<file path="src/rtl/tw_ram_writer_pkg.sv">
// Shared types and helpers for the twiddle-table writer.
package tw_ram_writer_pkg;

  typedef enum logic [1:0] {
    S_IDLE = 2'd0,
    S_WR   = 2'd1,
    S_WAIT = 2'd2,
    S_DONE = 2'd3
  } tw_state_e;

  // Modmul latency: multiplier + reduction stages, never below one register.
  function automatic int tw_lat(input int dm, input int dr);
    return (dm + dr < 1) ? 1 : dm + dr;
  endfunction

endpackage

</file>
<file path="src/rtl/tw_ram_writer_if.sv">
// Control and RAM-write bundle of the twiddle-table writer.
interface tw_ram_writer_if #(
  parameter int LOGQ = 5,
  parameter int LOGN = 3
);
  logic            start;
  logic            intt;
  logic [LOGQ-1:0] q;
  logic [LOGQ-1:0] w;
  logic [LOGQ-1:0] w_inv;
  logic            we;
  logic [LOGN-1:0] waddr;
  logic [LOGQ-1:0] din;
  logic            busy;
  logic            done;

  // Controller side: kicks off a table load and watches the RAM writes.
  modport master (
    output start, intt, q, w, w_inv,
    input  we, waddr, din, busy, done
  );

  // Writer side.
  modport slave (
    input  start, intt, q, w, w_inv,
    output we, waddr, din, busy, done
  );
endinterface

</file>
<file path="src/rtl/tw_ram_writer_modmul.sv">
// Fully pipelined a*b mod q with a fixed latency and no handshake.
// The product travels unreduced until the reduction stage, then reduced.
module tw_modmul
  import tw_ram_writer_pkg::*;
#(
  parameter int LOGQ      = 5,
  parameter int DELAY_MUL = 0,
  parameter int DELAY_RED = 0
) (
  input  logic            clk,
  input  logic            reset,
  input  logic            vld_i,
  input  logic [LOGQ-1:0] a_i,
  input  logic [LOGQ-1:0] b_i,
  input  logic [LOGQ-1:0] q_i,
  output logic            vld_o,
  output logic [LOGQ-1:0] res_o
);
  localparam int LAT  = tw_lat(DELAY_MUL, DELAY_RED);
  // 1-based pipeline stage whose register captures the reduced value.
  localparam int RIDX = (DELAY_MUL + 1 > LAT) ? LAT : DELAY_MUL + 1;
  localparam int PW   = 2 * LOGQ;

  logic [LAT-1:0] vld_pipe;
  logic [PW-1:0]  p_pipe [LAT];
  logic [LOGQ-1:0] m_pipe [LAT];
  logic [PW-1:0]  p0;
  logic [LOGQ-1:0] unused_hi;

  function automatic logic [PW-1:0] red(input logic [PW-1:0] x, input logic [LOGQ-1:0] m);
    return x % {{LOGQ{1'b0}}, m};
  endfunction

  assign p0 = PW'(a_i) * PW'(b_i);

  // Data/modulus shift pipeline; reduction applied when entering stage RIDX.
  always_ff @(posedge clk) begin
    p_pipe[0] <= (RIDX == 1) ? red(p0, q_i) : p0;
    m_pipe[0] <= q_i;
    for (int i = 1; i < LAT; i++) begin
      p_pipe[i] <= (i + 1 == RIDX) ? red(p_pipe[i-1], m_pipe[i-1]) : p_pipe[i-1];
      m_pipe[i] <= m_pipe[i-1];
    end
  end

  // Valid shift register; reset drops anything in flight.
  always_ff @(posedge clk) begin
    if (reset) vld_pipe <= '0;
    else       vld_pipe <= LAT'({vld_pipe, vld_i});
  end

  assign vld_o     = vld_pipe[LAT-1];
  assign res_o     = p_pipe[LAT-1][LOGQ-1:0];
  assign unused_hi = p_pipe[LAT-1][PW-1:LOGQ];
endmodule

</file>
<file path="src/rtl/tw_ram_writer.sv">
// Generates root^k mod q, k = 0..2^STAGE-1, and writes it to a stage twiddle RAM.
module tw_ram_writer
  import tw_ram_writer_pkg::*;
#(
  parameter int LOGQ      = 5,
  parameter int LOGN      = 3,
  parameter int DELAY_MUL = 0,
  parameter int DELAY_RED = 0,
  parameter int STAGE     = 2
) (
  input  logic            clk,
  input  logic            reset,
  tw_ram_writer_if.slave  bus
);
  localparam int              NUM  = 1 << STAGE;
  localparam logic [LOGN-1:0] LAST = LOGN'(NUM - 1);

  tw_state_e       state_q;
  logic [LOGQ-1:0] q_q, root_q, acc_q, din_q;
  logic [LOGN-1:0] addr_q;
  logic            we_q, busy_q, done_q;
  logic            mm_vld, mm_rdy;
  logic [LOGQ-1:0] mm_res;

  // Next power is requested only from a write that is not the last one.
  assign mm_vld = (state_q == S_WR) && (addr_q != LAST);

  tw_modmul #(
    .LOGQ(LOGQ), .DELAY_MUL(DELAY_MUL), .DELAY_RED(DELAY_RED)
  ) u_modmul (
    .clk(clk), .reset(reset), .vld_i(mm_vld),
    .a_i(acc_q), .b_i(root_q), .q_i(q_q),
    .vld_o(mm_rdy), .res_o(mm_res)
  );

  // Control FSM with registered RAM-write and status outputs.
  always_ff @(posedge clk) begin
    if (reset) begin
      state_q <= S_IDLE;
      q_q     <= '0;
      root_q  <= '0;
      acc_q   <= LOGQ'(1);
      addr_q  <= '0;
      din_q   <= '0;
      we_q    <= 1'b0;
      busy_q  <= 1'b0;
      done_q  <= 1'b0;
    end else begin
      case (state_q)
        S_IDLE: begin
          if (bus.start) begin
            q_q     <= bus.q;
            root_q  <= bus.intt ? bus.w_inv : bus.w;
            acc_q   <= LOGQ'(1);
            addr_q  <= '0;
            din_q   <= LOGQ'(1);
            we_q    <= 1'b1;
            busy_q  <= 1'b1;
            state_q <= S_WR;
          end
        end
        S_WR: begin
          we_q <= 1'b0;
          if (addr_q == LAST) begin
            done_q  <= 1'b1;
            busy_q  <= 1'b0;
            state_q <= S_DONE;
          end else begin
            state_q <= S_WAIT;
          end
        end
        S_WAIT: begin
          // The modmul valid marks the last wait cycle (fixed latency).
          if (mm_rdy) begin
            acc_q   <= mm_res;
            din_q   <= mm_res;
            addr_q  <= addr_q + LOGN'(1);
            we_q    <= 1'b1;
            state_q <= S_WR;
          end
        end
        S_DONE: begin
          done_q  <= 1'b0;
          state_q <= S_IDLE;
        end
        default: state_q <= S_IDLE;
      endcase
    end
  end

  assign bus.we    = we_q;
  assign bus.waddr = addr_q;
  assign bus.din   = din_q;
  assign bus.busy  = busy_q;
  assign bus.done  = done_q;
endmodule
</file>
<file path="src/flat_wrapper.sv">
// flat-port wrapper written by rule: the top's interface ports become plain ports
module tw_ram_writer_flat import tw_ram_writer_pkg::*;
#(
  parameter int LOGQ      = 5,
  parameter int LOGN      = 3,
  parameter int DELAY_MUL = 0,
  parameter int DELAY_RED = 0,
  parameter int STAGE     = 2
)
  (clk, reset, bus_start, bus_intt, bus_q, bus_w, bus_w_inv, bus_we, bus_waddr, bus_din, bus_busy, bus_done);
  tw_ram_writer_if #(.LOGQ(LOGQ), .LOGN(LOGN)) bus_i ();
  input  logic clk;
  input  logic reset;
  input wire logic [$bits(bus_i.start)-1:0] bus_start;
  input wire logic [$bits(bus_i.intt)-1:0] bus_intt;
  input wire logic [$bits(bus_i.q)-1:0] bus_q;
  input wire logic [$bits(bus_i.w)-1:0] bus_w;
  input wire logic [$bits(bus_i.w_inv)-1:0] bus_w_inv;
  output wire logic [$bits(bus_i.we)-1:0] bus_we;
  output wire logic [$bits(bus_i.waddr)-1:0] bus_waddr;
  output wire logic [$bits(bus_i.din)-1:0] bus_din;
  output wire logic [$bits(bus_i.busy)-1:0] bus_busy;
  output wire logic [$bits(bus_i.done)-1:0] bus_done;
  assign bus_i.start = bus_start;
  assign bus_i.intt = bus_intt;
  assign bus_i.q = bus_q;
  assign bus_i.w = bus_w;
  assign bus_i.w_inv = bus_w_inv;
  assign bus_we = bus_i.we;
  assign bus_waddr = bus_i.waddr;
  assign bus_din = bus_i.din;
  assign bus_busy = bus_i.busy;
  assign bus_done = bus_i.done;
  tw_ram_writer #(.LOGQ(LOGQ), .LOGN(LOGN), .DELAY_MUL(DELAY_MUL), .DELAY_RED(DELAY_RED), .STAGE(STAGE)) u_core (.clk(clk), .reset(reset), .bus(bus_i));
endmodule
</file>
<file path="config.mk">
export PLATFORM = sky130hd
export DESIGN_NAME = tw_ram_writer_flat
export DESIGN_NICKNAME = d
export VERILOG_FILES = /design/src/rtl/tw_ram_writer_pkg.sv /design/src/rtl/tw_ram_writer_if.sv /design/src/rtl/tw_ram_writer_modmul.sv /design/src/rtl/tw_ram_writer.sv /design/src/flat_wrapper.sv
export SDC_FILE = /design/constraint.sdc
export NUM_CORES = 1
export LEC_CHECK = 0
export ABC_AREA = 1
export CAP_MARGIN = 0
export CORE_AREA = 3 3 89 91
export CTS_CLUSTER_DIAMETER = 120
export DETAILED_ROUTE_END_ITERATION = 12
export DIE_AREA = 0 0 92 94
export DONT_BUFFER_PORTS = 1
export PLACE_DENSITY = 0.76
export SLEW_MARGIN = 30
export SYNTH_ARGS = -nofsm -noshare
export SYNTH_HDL_FRONTEND = slang
export SYNTH_HIERARCHICAL = 1
export SYNTH_SLANG_ARGS = --single-unit
</file>
<file path="constraint.sdc">
create_clock -name clk -period 14.85 [get_ports clk]
set_input_delay 2.97 -clock clk [delete_from_list [all_inputs] [get_ports clk]]
set_output_delay 2.97 -clock clk [all_outputs]
set_load 0.01 [all_outputs]
</file>
[Word-level counts from Yosys, hierarchy flattened]
Memories as Yosys holds them, arrays and structs flattened.
Cells that the tools add are included.
Word-level totals
  flip-flop bits (word level): 29
  latch bits: 0
  memory bits (writable): 10
  ROM bits: 0
  bits of input ports: 19
  output and inout bits: 11
  word-level logic and storage cells: 52
  memories: 1
Memories
  u_core.u_modmul.p_pipe: words 1, width 10, rd ports 1, clocked after memory_dff 0, wr ports 1, line tw_ram_writer_modmul.sv:25  | logic [PW-1:0] p_pipe [LAT];
Cells by class
  $add $sub $neg: 1
  multiply operators: 1
  divide/modulo/power cells: 1
  magnitude comparators: 0
  equal/unequal tests: 8
  shifts and indexed selects: 0
  muxes and demuxes: 18
  bitwise gates (word level): 0
  reductions and logical operators: 12
Operators with widths (count)
  5-bit 2-to-1 mux: 3
  10-bit by 5-bit modulo with 10-bit output: 1
  5-bit by 5-bit multiplier with 10-bit output: 1
  5-bit case mux with 2 select lines: 1
  3-bit AND reduction: 3
  2-bit case mux with 4 select lines: 1
  3-bit 2-to-1 mux: 2
  2-bit != test (second input constant): 3
  3-bit case mux with 2 select lines: 1
  2-bit AND reduction: 3
  2-bit nonzero test: 3
  1-bit 2-to-1 mux: 5
  2-bit equality test (second input constant): 2
  2-bit 2-to-1 mux: 2
  1-bit case mux with 2 select lines: 2
  3-bit by 1-bit adder with 3-bit output (second input constant): 1
  3-bit by 2-bit equality test with 1-bit output (second input constant): 1
  3-bit by 2-bit != test with 1-bit output (second input constant): 1
  1-bit case mux with 3 select lines: 1
  3-bit nonzero test: 1
  2-bit by 1-bit equality test with 1-bit output (second input constant): 1
  2-bit logical NOT: 1
  1-bit logical AND: 1

[Logic depth before layout (Yosys ltp)]
Gate-level depths: netlist of run 1.
  depth in word-level cells: 3
  gate-level depth with buffers: 109
  mapped depth without buffers: 109

[Cells and area by module]
Netlist of run 1, hierarchy kept.
By module, submodules not included
  tw_modmul: instances 1, cells an instance 505, area an instance 3265.6 um^2
  tw_ram_writer: instances 1, cells an instance 135, area an instance 1053.5 um^2

[Least setup slack after synthesis of run 1]
OpenSTA, ideal clock, no wires.
  path kind: reg-to-reg
  start: reg u_core.root_q[4]
  end: mem u_core/u_modmul/p_pipe[0][1] (netlist name)
  library setup time: 0.058 ns
  arrival: 14.045 ns
  setup slack: 0.747 ns
  cell stages (with the launch flop): 102
  period minus slack after synthesis: 14.103 ns
  cells stage by stage: dfxtp_1 -> nand2_1 -> fa_1 -> fa_1 -> inv_1 -> fa_1 -> ha_1 -> inv_1 -> nand2_1 -> nand3_1 -> nand2_1 -> nand2_2 -> nand2_1 -> ha_1 -> o211ai_1 -> nand3_2 -> nand2_1 -> inv_1 -> [... 66 more ...] -> o21ai_0 -> nand2_1 -> nand2_1 -> inv_1 -> o21ai_1 -> inv_1 -> nand3_2 -> nand2_1 -> o21ai_2 -> fa_1 -> a221o_1 -> nand2_1 -> nand3b_1 -> nor2_1 -> nand3_1 -> a21oi_2 -> nand2_1 -> nand2_1
Between the ends
  longest elaborated chain between the ends: 2
Ends and longest elaborated chain
  start, declared: line tw_ram_writer.sv:19  | logic [LOGQ-1:0] q_q, root_q, acc_q, din_q;
  start signal, assigned: line tw_ram_writer.sv:53  | root_q <= bus.intt ? bus.w_inv : bus.w;
  5-bit by 5-bit multiplier with 10-bit output: line tw_ram_writer_modmul.sv:34  | assign p0 = PW'(a_i) * PW'(b_i);
  10-bit by 5-bit modulo with 10-bit output: line tw_ram_writer_modmul.sv:31  | return x % {{LOGQ{1'b0}}, m};
  end, declared: line tw_ram_writer_modmul.sv:25
No other way between the ends.

[Worst setup path after layout of run 1]
  start: reg u_core.root_q[4]
  end: mem u_core/u_modmul/p_pipe[0][4] (netlist name)
The elaborated chain is that of the path after synthesis.

==> results of run 1 <==
## flip-flops by register name (all words and copies together) (netlist names)
| name | count |
|---|---|
| u_core/bus.din | 1 |
| u_core/acc_q | 5 |
| u_core/bus.done | 1 |
| u_core/root_q | 5 |
| u_core/bus.waddr | 3 |
| u_core/bus.we | 1 |
| u_core/q_q | 5 |
| u_core/u_modmul/vld_o | 1 |
| u_core/u_modmul/p_pipe | 5 |
| u_core/bus.busy | 1 |
| u_core/state_q | 2 |
## Yosys cell counts, drive strengths merged
cell type	n
nor4	1
clkbuf	1
buf	9
o221ai	1
inv	124
a221oi	1
and3	1
xnor2	9
o21bai	5
nand4	4
o21ai	35
nor2	34
nand2	189
xor2	18
a211oi	1
a21oi	25
a31oi	2
ha	63
or2	7
o211ai	1
a21o	6
nor3	1
nand3	54
fa	10
dfxtp	30
a221o	1
and2	2
a21boi	1
nand3b	4
## metal layers
| layer | up-vias | part of all wire |
|---|---|---|
| met3 | 12 | 0.016 |
| met4 | 0 | 0.0077 |
| met2 | 53 | 0.52 |
| li1 | 2080 | - |
| met1 | 1885 | 0.46 |
| met5 | - | 0 |
## cell usage in the layout, fill, tap and decap left out, drive strengths merged, types with 2 or more instances in the layout
cell	instances
inv	124
or2	7
nand4	4
fa	10
nand2	189
ha	63
clkbuf	5
xor2	18
buf	30
nand3b	4
a21oi	25
and2	2
a31oi	2
a21o	6
dfxtp	30
o21bai	5
clkinv	2
xnor2	9
nand3	54
o21ai	35
nor2	34
## per-stage QoR
stage	setup WS, ps	cell area (µm²)	cells
floorplan	747	4320	640
detailed placement	-352	4500	747
CTS	31.0	4630	759
global route	-162	4980	766
global placement	86.3	4500	747
finish	801	4980	766
## cells by family (layout without fill, tap and decap cells)
| kind of cell | count (synthesis) | count (layout) | share of synthesized area |
|---|---|---|---|
| fa+ha+maj | 73 | 73 | 0.229 |
| buf+inv | 134 | 161 | 0.126 |
| compound gates | 79 | 79 | 0.119 |
| simple gates | 297 | 297 | 0.332 |
| xor+xnor | 27 | 27 | 0.0548 |
| flops | 30 | 30 | 0.139 |
## final timing paths
path,startpoint,endpoint,slack [ps],depth (start not counted)
worst max-delay path,u_core/root_q[4],u_core/u_modmul/p_pipe[0][4],800,105
worst min-delay path,u_core/u_modmul/p_pipe[0][3],u_core/acc_q[3],440,2
worst min register to register,u_core/u_modmul/p_pipe[0][3],u_core/acc_q[3],440,2
worst max register to register,u_core/root_q[4],u_core/u_modmul/p_pipe[0][4],800,105
## area by class of cell
class | count | area (µm²)
fill | 612 | 2230
inverter | 124 | 470
timing repair buffer | 30 | 225
clock buffer | 5 | 68.8
clock inverter | 2 | 10.0
sequential | 30 | 604
multi-input combinational | 476 | 3480
tap | 99 | 124
## worst register-to-register path, delay by kind of cell (launching register included)
family | cells | cell delay [ps]
simple gates | 49 | 4450
flops | 1 | 340
buf+inv | 18 | 1250
fa+ha+maj | 14 | 4210
compound gates | 24 | 3630
## timing repair
item                                   4_1_cts  5_1_grt
buffers inserted                             5        7
gates resized for setup                      6       68
pin swaps                                    7       29
setup endpoints to repair                    5        5
endpoints found under the hold margin        0        0
==> results.py, run 1 <==
metrics = {
    "setup_path": {
        "cp_slowest_cell": "fa_1",
        "slowest_delay_ps": 540,
        "critical_path.top_delay_family": "simple AND/OR/NAND/NOR gates",
        "cp_max_fo": 7,
        "path_common_cell": "nand2_1",
        "critical_path_class": "flip-flop to flip-flop",
        "cp.arrival_ps": 14210,
        "worstPathRequired_ps": 15010,
        "crit_path_start_kind": "flip-flop",
        "end_kind": "flip-flop",
        "crit_buf_inv": 18,
    },
    "timing": {
        "setup_viol": 0,
        "relSlewSlack": 0.542,
        "period_share": 0.946,
        "period_needed_ps": 14050,
        "fmax_ghz": 0.0712,
        "setup_tns_ps": 0,
        "finalHoldWorstSlack_ps": 439,
        "hold_violations": 0,
        "report.final.slew_viol_count": 0,
        "worstMarginPinSlew_ps": 686,
        "fin_skew_ps": 5.08,
    },
    "grt": {
        "busiest_layer": "met2",
        "grt_util_met2": 0.393,
        "grt_max_degree": 24,
        "gr-usage-met3": 0.0240,
        "first_global_vias": 3773,
        "grt_pass1_wl_um": 15700,
        "met1_usage": 0.281,
        "overflow": 0,
        "grt.total_usage": 0.216,
        "antenna_found_initial": 0,
    },
    "synth": {
        "syn_nets": 732,
        "syn_inst": 640,
        "ys_warn_count": 6,
        "seq_area_frac_synth": 0.139,
        "ys_top_cells_by_area": "ha_1 (18%), nand2_1 (15%), dfxtp_1 (14%)",
        "netlist.area_leader.share": 0.183,
        "synth_top_area_cell": "ha_1",
        "synth_cell_types": 47,
        "ys_ff_latch": 30,
        "syn_avg_cell_area_um2": 6.75,
        "synth_area_um2": 4320,
    },
    "routing": {
        "viasPerCell": 5.26,
        "totalWireLength_um": 9580,
        "drtPass1Iterations": 5,
        "drtIter0Drc": 137,
        "num_vias": 4030,
        "ant_nets": 0,
        "wire_per_inst_um": 12.5,
        "drcViolationCount": 0,
    },
    "cells_and_area": {
        "syn_to_final_growth_pct": 15.4,
        "fin_util": 0.691,
        "diodes": 0,
        "fin_nets": 759,
        "drive_gt1_frac": 0.234,
    },
    "clocking": {
        "cts_tree": "built",
        "clkLatencyLatePin_ps": 270,
        "path_clk_slew_ps": 60,
        "cts_hold_buffers": 0,
        "cts.htree.levels": 2,
        "cts_buffers": 5,
        "cts_root_buffer": "clkbuf_8",
        "max-clock-path-buffers": 2,
        "cts.sinks": 30,
    },
    "floorplanning": {
        "die_area_um2": 8650,
        "core_area_um2": 7210,
        "initial_core_util": 0.599,
        "io_pins": 30,
        "row_count": 31,
        "chipWidth_um": 92,
        "die_height_um": 94,
    },
    "job": {
        "cap_violations": 0,
    },
    "min_path": {
        "hp-class": "flip-flop to flip-flop",
    },
    "place": {
        "hpwlAfterDp_um": 7390,
        "port_buffers": 0,
        "gp_congestion": 0.907,
    },
    "run_status": {
        "outcome": "finished clean",
    },
}
Power of run 1 is left out: the tool's default activity adds up to more than one toggle a clock period on the data nets, which glitch-free logic cannot reach.
==> inputs of run 2 (changes only) <==
PLACE_DENSITY = 0.75   (was 0.76)
==> run 2 against run 1 <==
Against the previous run:
- fmax is 0.79% lower
- critical path depth shrank 3
- first-iteration DRC count increased by 37%
==> results.py, run 2 (synthesized netlist as in run 1, its figures left out) <==
metrics = {
    "routing": {
        "viasPerCell": 5.20,
        "drtPass1Iterations": 6,
        "drtIter0Drc": 188,
        "num_vias": 4027,
        "totalWireLength_um": 9830,
        "drcViolationCount": 0,
        "wire_per_inst_um": 12.7,
        "ant_nets": 0,
    },
    "setup_path": {
        "reg2reg_from": "u_core/acc_q[2]",
        "reg2reg_to": "u_core/u_modmul/p_pipe[0][3]",
        "cp.arrival_ps": 14370,
        "cp_slowest_cell": "fa_1",
        "crit_path_start_kind": "flip-flop",
        "r2r_cells": 102,
        "critPathLaunch": "u_core/acc_q[2]",
        "critPathCapture": "u_core/u_modmul/p_pipe[0][3]",
        "path_common_cell": "nand2_1",
        "cp_max_fo": 6,
        "r2r_slack_ps": 690,
        "worstPathRequired_ps": 15060,
        "slowest_delay_ps": 540,
        "end_kind": "flip-flop",
        "critical_path_class": "flip-flop to flip-flop",
    },
    "floorplanning": {
        "chipWidth_um": 92,
        "io_pins": 30,
        "die_area_um2": 8650,
        "row_count": 31,
        "die_height_um": 94,
        "initial_core_util": 0.599,
        "core_area_um2": 7210,
    },
    "cells_and_area": {
        "drive_gt1_frac": 0.243,
        "syn_to_final_growth_pct": 16.0,
        "layout_common_cells": "nand2_1 (161), inv_1 (107), ha_1 (54)",
        "final_area_um2": 5010,
        "stdcell_count": 775,
        "fin_nets": 768,
        "n_fill_cell": 624,
        "final_common_cell": "nand2_1",
        "diodes": 0,
    },
    "grt": {
        "antenna_found_initial": 0,
        "first_global_vias": 3753,
        "grt.total_usage": 0.217,
        "overflow": 0,
        "grt_max_degree": 24,
        "grt_pass1_wl_um": 15800,
    },
    "timing": {
        "hold_violations": 0,
        "relSlewSlack": 0.581,
        "fmax_ghz": 0.0706,
        "period_needed_ps": 14160,
        "fin_skew_ps": 4.86,
        "worstMarginPinSlew_ps": 628,
        "period_share": 0.954,
        "fin_ws_ps": 689,
        "report.final.slew_viol_count": 0,
        "setup_viol": 0,
    },
    "place": {
        "dp_cells": 755,
        "dpl_worst_slack_ps": -320,
        "postPlaceCellArea_um2": 4560,
        "hpwlAfterDp_um": 7480,
        "gp_congestion": 0.911,
        "port_buffers": 0,
    },
    "clocking": {
        "cts_root_buffer": "clkbuf_8",
        "cts_hold_buffers": 0,
        "clkLatencyLatePin_ps": 270,
        "cts.htree.levels": 2,
        "path_clk_slew_ps": 60,
        "max-clock-path-buffers": 2,
        "cts_buffers": 5,
        "cts.sinks": 30,
        "cts_tree": "built",
    },
    "min_path": {
        "hp-class": "flip-flop to flip-flop",
    },
    "job": {
        "cap_violations": 0,
    },
    "run_status": {
        "outcome": "finished clean",
    },
}
run 2: changes by cell type in the layout (fill, tap and decap cells not counted), moves of 2 or more:
cell / change
clkbuf_1: +2
ha_1: +4
ha_4: -4
inv_2: +3
dfxtp_1: -2
nor2_1: +2
buf_4: +9
inv_1: -2
nor2_2: -2
clkinv_2: -2
run 2: how the worst min path moves through the flow:
stage,cells after the start,endpoint,slack [ps],from
4_1_cts,2,u_core/acc_q[3],450,u_core/u_modmul/p_pipe[0][3]
3_3_place_gp,2,u_core/acc_q[2],440,u_core/u_modmul/p_pipe[0][2]
5_1_grt,2,u_core/acc_q[3],460,u_core/u_modmul/p_pipe[0][3]
6_report,2,u_core/acc_q[3],440,u_core/u_modmul/p_pipe[0][3]
2_1_floorplan,2,u_core/acc_q[1],430,u_core/u_modmul/p_pipe[0][1]
3_5_place_dp,2,u_core/acc_q[3],440,u_core/u_modmul/p_pipe[0][3]
run 2: layer usage:
metal	routed length [µm]	part of all wire	track usage	vias up
met3	271	0.028	0.0224	13
met4	140	0.014	0.0545	0
met1	4350	0.44	0.274	1845
met5	0	0	0	-
met2	5070	0.52	0.395	67
li1	-	-	-	2102
run 2: layout make-up:
class                           count  area (µm²)  share of cell area
Tap cell                           99         124              0.0247
Clock buffer                        7        76.3              0.0152
Timing Repair Buffer               39         293              0.0584
Multi-Input combinational cell    476        3440               0.687
Sequential cell                    30         609               0.122
Inverter                          124         468              0.0934
run 2: worst max-delay path, delay by kind of cell, from the launching register on:
family          cells  cell delay, ps
compound gates     24            3980
fa+ha+maj          14            4320
buf+inv            18            1220
flops               1             330
simple gates       46            4270
run 2: per-stage QoR:
step                      TNS, ps   util  hold slack, ps
final                           0  0.694             440
after global routing         -994  0.694             456
after CTS                       0  0.648             450
after detailed placement    -1540  0.632             443
after global placement          0  0.632             435
after floorplan                 0      -             431
run 2: what timing repair did:
action                                  CTS  global route
buffers inserted                          2            11
endpoints found under the setup margin    5             5
pin swaps                                 6            36
endpoints found under the hold margin     0             0
gates resized for setup                   9            65
Power of run 2 is left out for the same reason.
==> inputs of run 3 (changes only) <==
CELL_PAD_IN_SITES_DETAIL_PLACEMENT = 1   (was not set)
CELL_PAD_IN_SITES_GLOBAL_PLACEMENT = 1   (was not set)
CORE_AREA = 3 3 105 107   (was 3 3 89 91)
DIE_AREA = 0 0 108 110   (was 0 0 92 94)
PLACE_DENSITY = 0.74   (was 0.75)
==> run 3 against run 2 <==
Against the previous run:
- die area increased by 37%
- fmax decreased by 1.2%
- routed wire length increased by 39%
- sequential cell count unchanged
- setup slack got worse by 170 ps
- global-route usage decreased by 1.6 points
- register-to-register slack got worse by 170 ps
- count of clock-buffer cells in the layout unchanged
- non-clock buffer count increased by 38
- cell count increased by 9.9%
==> results.py, run 3 (synthesized netlist as in run 1, its figures left out) <==
metrics = {
    "grt": {
        "grt_max_degree": 24,
        "overflow": 0,
        "first_global_vias": 4248,
        "grt_pass1_wl_um": 19600,
        "antenna_found_initial": 1,
        "grt.total_usage": 0.202,
    },
    "routing": {
        "drtIter0Drc": 174,
        "totalWireLength_um": 13600,
        "wire_per_inst_um": 16.0,
        "drcViolationCount": 0,
        "drtPass1Iterations": 4,
        "viasPerCell": 5.09,
        "ant_nets": 0,
        "num_vias": 4333,
    },
    "setup_path": {
        "path_common_cell": "nand2_2",
        "r2r_slack_ps": 520,
        "cp_max_fo": 6,
        "crit_path_start_kind": "flip-flop",
        "cp.arrival_ps": 14550,
        "end_kind": "flip-flop",
        "cp_slowest_cell": "fa_1",
        "critical_path_class": "flip-flop to flip-flop",
        "worstPathRequired_ps": 15070,
        "slowest_delay_ps": 490,
    },
    "timing": {
        "period_needed_ps": 14330,
        "period_share": 0.965,
        "fin_skew_ps": 5.41,
        "worstMarginPinSlew_ps": 870,
        "fmax_ghz": 0.0698,
        "hold_violations": 0,
        "relSlewSlack": 0.420,
        "report.final.slew_viol_count": 0,
        "setup_viol": 0,
    },
    "place": {
        "gp_congestion": 0.818,
        "port_buffers": 0,
        "dp_cells": 821,
        "hpwlAfterDp_um": 9640,
    },
    "floorplanning": {
        "chipWidth_um": 108,
        "initial_core_util": 0.422,
        "die_area_um2": 11900,
        "row_count": 37,
        "die_height_um": 110,
        "io_pins": 30,
        "core_area_um2": 10200,
    },
    "cells_and_area": {
        "layout_common_cells": "nand2_1 (143), inv_1 (104), buf_4 (76)",
        "fin_nets": 806,
        "final_common_cell": "nand2_1",
        "stdcell_count": 852,
        "syn_to_final_growth_pct": 28.6,
        "drive_gt1_frac": 0.336,
    },
    "min_path": {
        "hp-class": "flip-flop to flip-flop",
    },
    "clocking": {
        "clkLatencyLatePin_ps": 280,
        "cts.sinks": 30,
        "cts_buffers": 5,
        "cts_tree": "built",
        "max-clock-path-buffers": 2,
        "cts_root_buffer": "clkbuf_8",
        "cts_hold_buffers": 0,
        "cts.htree.levels": 2,
        "path_clk_slew_ps": 70,
    },
    "job": {
        "cap_violations": 0,
    },
    "run_status": {
        "outcome": "finished clean",
    },
}
==> run 3: changes by cell type in the layout (fill, tap and decap cells not counted), moves of 4 or more <==
cell,previous run,this run
o21bai_2,4,0
nand2_2,22,39
buf_4,39,76
ha_1,54,46
nand2_1,161,143
ha_4,9,17
==> run 3: final cells by class <==
class | instances | area [µm²]
Inverter | 124 | 475
Timing Repair Buffer | 77 | 582
Fill cell | 1342 | 4680
Sequential cell | 30 | 608
Clock inverter | 1 | 5.00
Clock buffer | 7 | 86.3
Tap cell | 136 | 170
Multi-Input combinational cell | 476 | 3620
Antenna cell | 1 | 2.50
==> run 3: final timing paths <==
kind / from / end / cells past startpoint
setup / recovery: u_core/acc_q[2] / u_core/u_modmul/p_pipe[0][3] / 103
setup reg to reg: u_core/acc_q[2] / u_core/u_modmul/p_pipe[0][3] / 103
hold reg to reg: u_core/u_modmul/p_pipe[0][3] / u_core/acc_q[3] / 2
hold / removal: u_core/u_modmul/p_pipe[0][3] / u_core/acc_q[3] / 2
==> run 3: what timing repair did <==
action,CTS,global route
buffers inserted,2,20
endpoints found under the setup margin,5,5
gates resized for setup,14,104
pin swaps,5,64
==> run 3: through the flow <==
| step | instance area (µm²) | TNS (ps) | hold slack [ps] | utilization | setup slack [ps] |
|---|---|---|---|---|---|
| finish | 5550 | 0 | 447 | 0.543 | 521 |
| detailed placement | 4820 | -1820 | 443 | 0.472 | -379 |
| floorplan | 4320 | 0 | 431 | - | 747 |
| CTS | 4950 | 0 | 456 | 0.484 | 13.6 |
| global route | 5550 | -2180 | 464 | 0.542 | -460 |
| global placement | 4820 | 0 | 433 | 0.472 | 449 |
==> run 3: per-layer routing <==
layer | track usage | up-vias | share of wire
met4 | 0.0289 | 2 | 0.015
met5 | 0 | - | 0.0015
met1 | 0.260 | 2086 | 0.43
met3 | 0.0210 | 22 | 0.021
li1 | - | 2169 | -
met2 | 0.371 | 54 | 0.53
==> run 3: worst max-delay path, delay by kind of cell, from the launching register on <==
kind | cells | cell delay (ps)
and+or+nand+nor | 47 | 4310
AOI/OAI and AO/OA | 24 | 3900
buffers and inverters | 18 | 1370
adders and majority gates | 14 | 4330
DFF | 1 | 340
Power of run 3 is left out for the same reason.
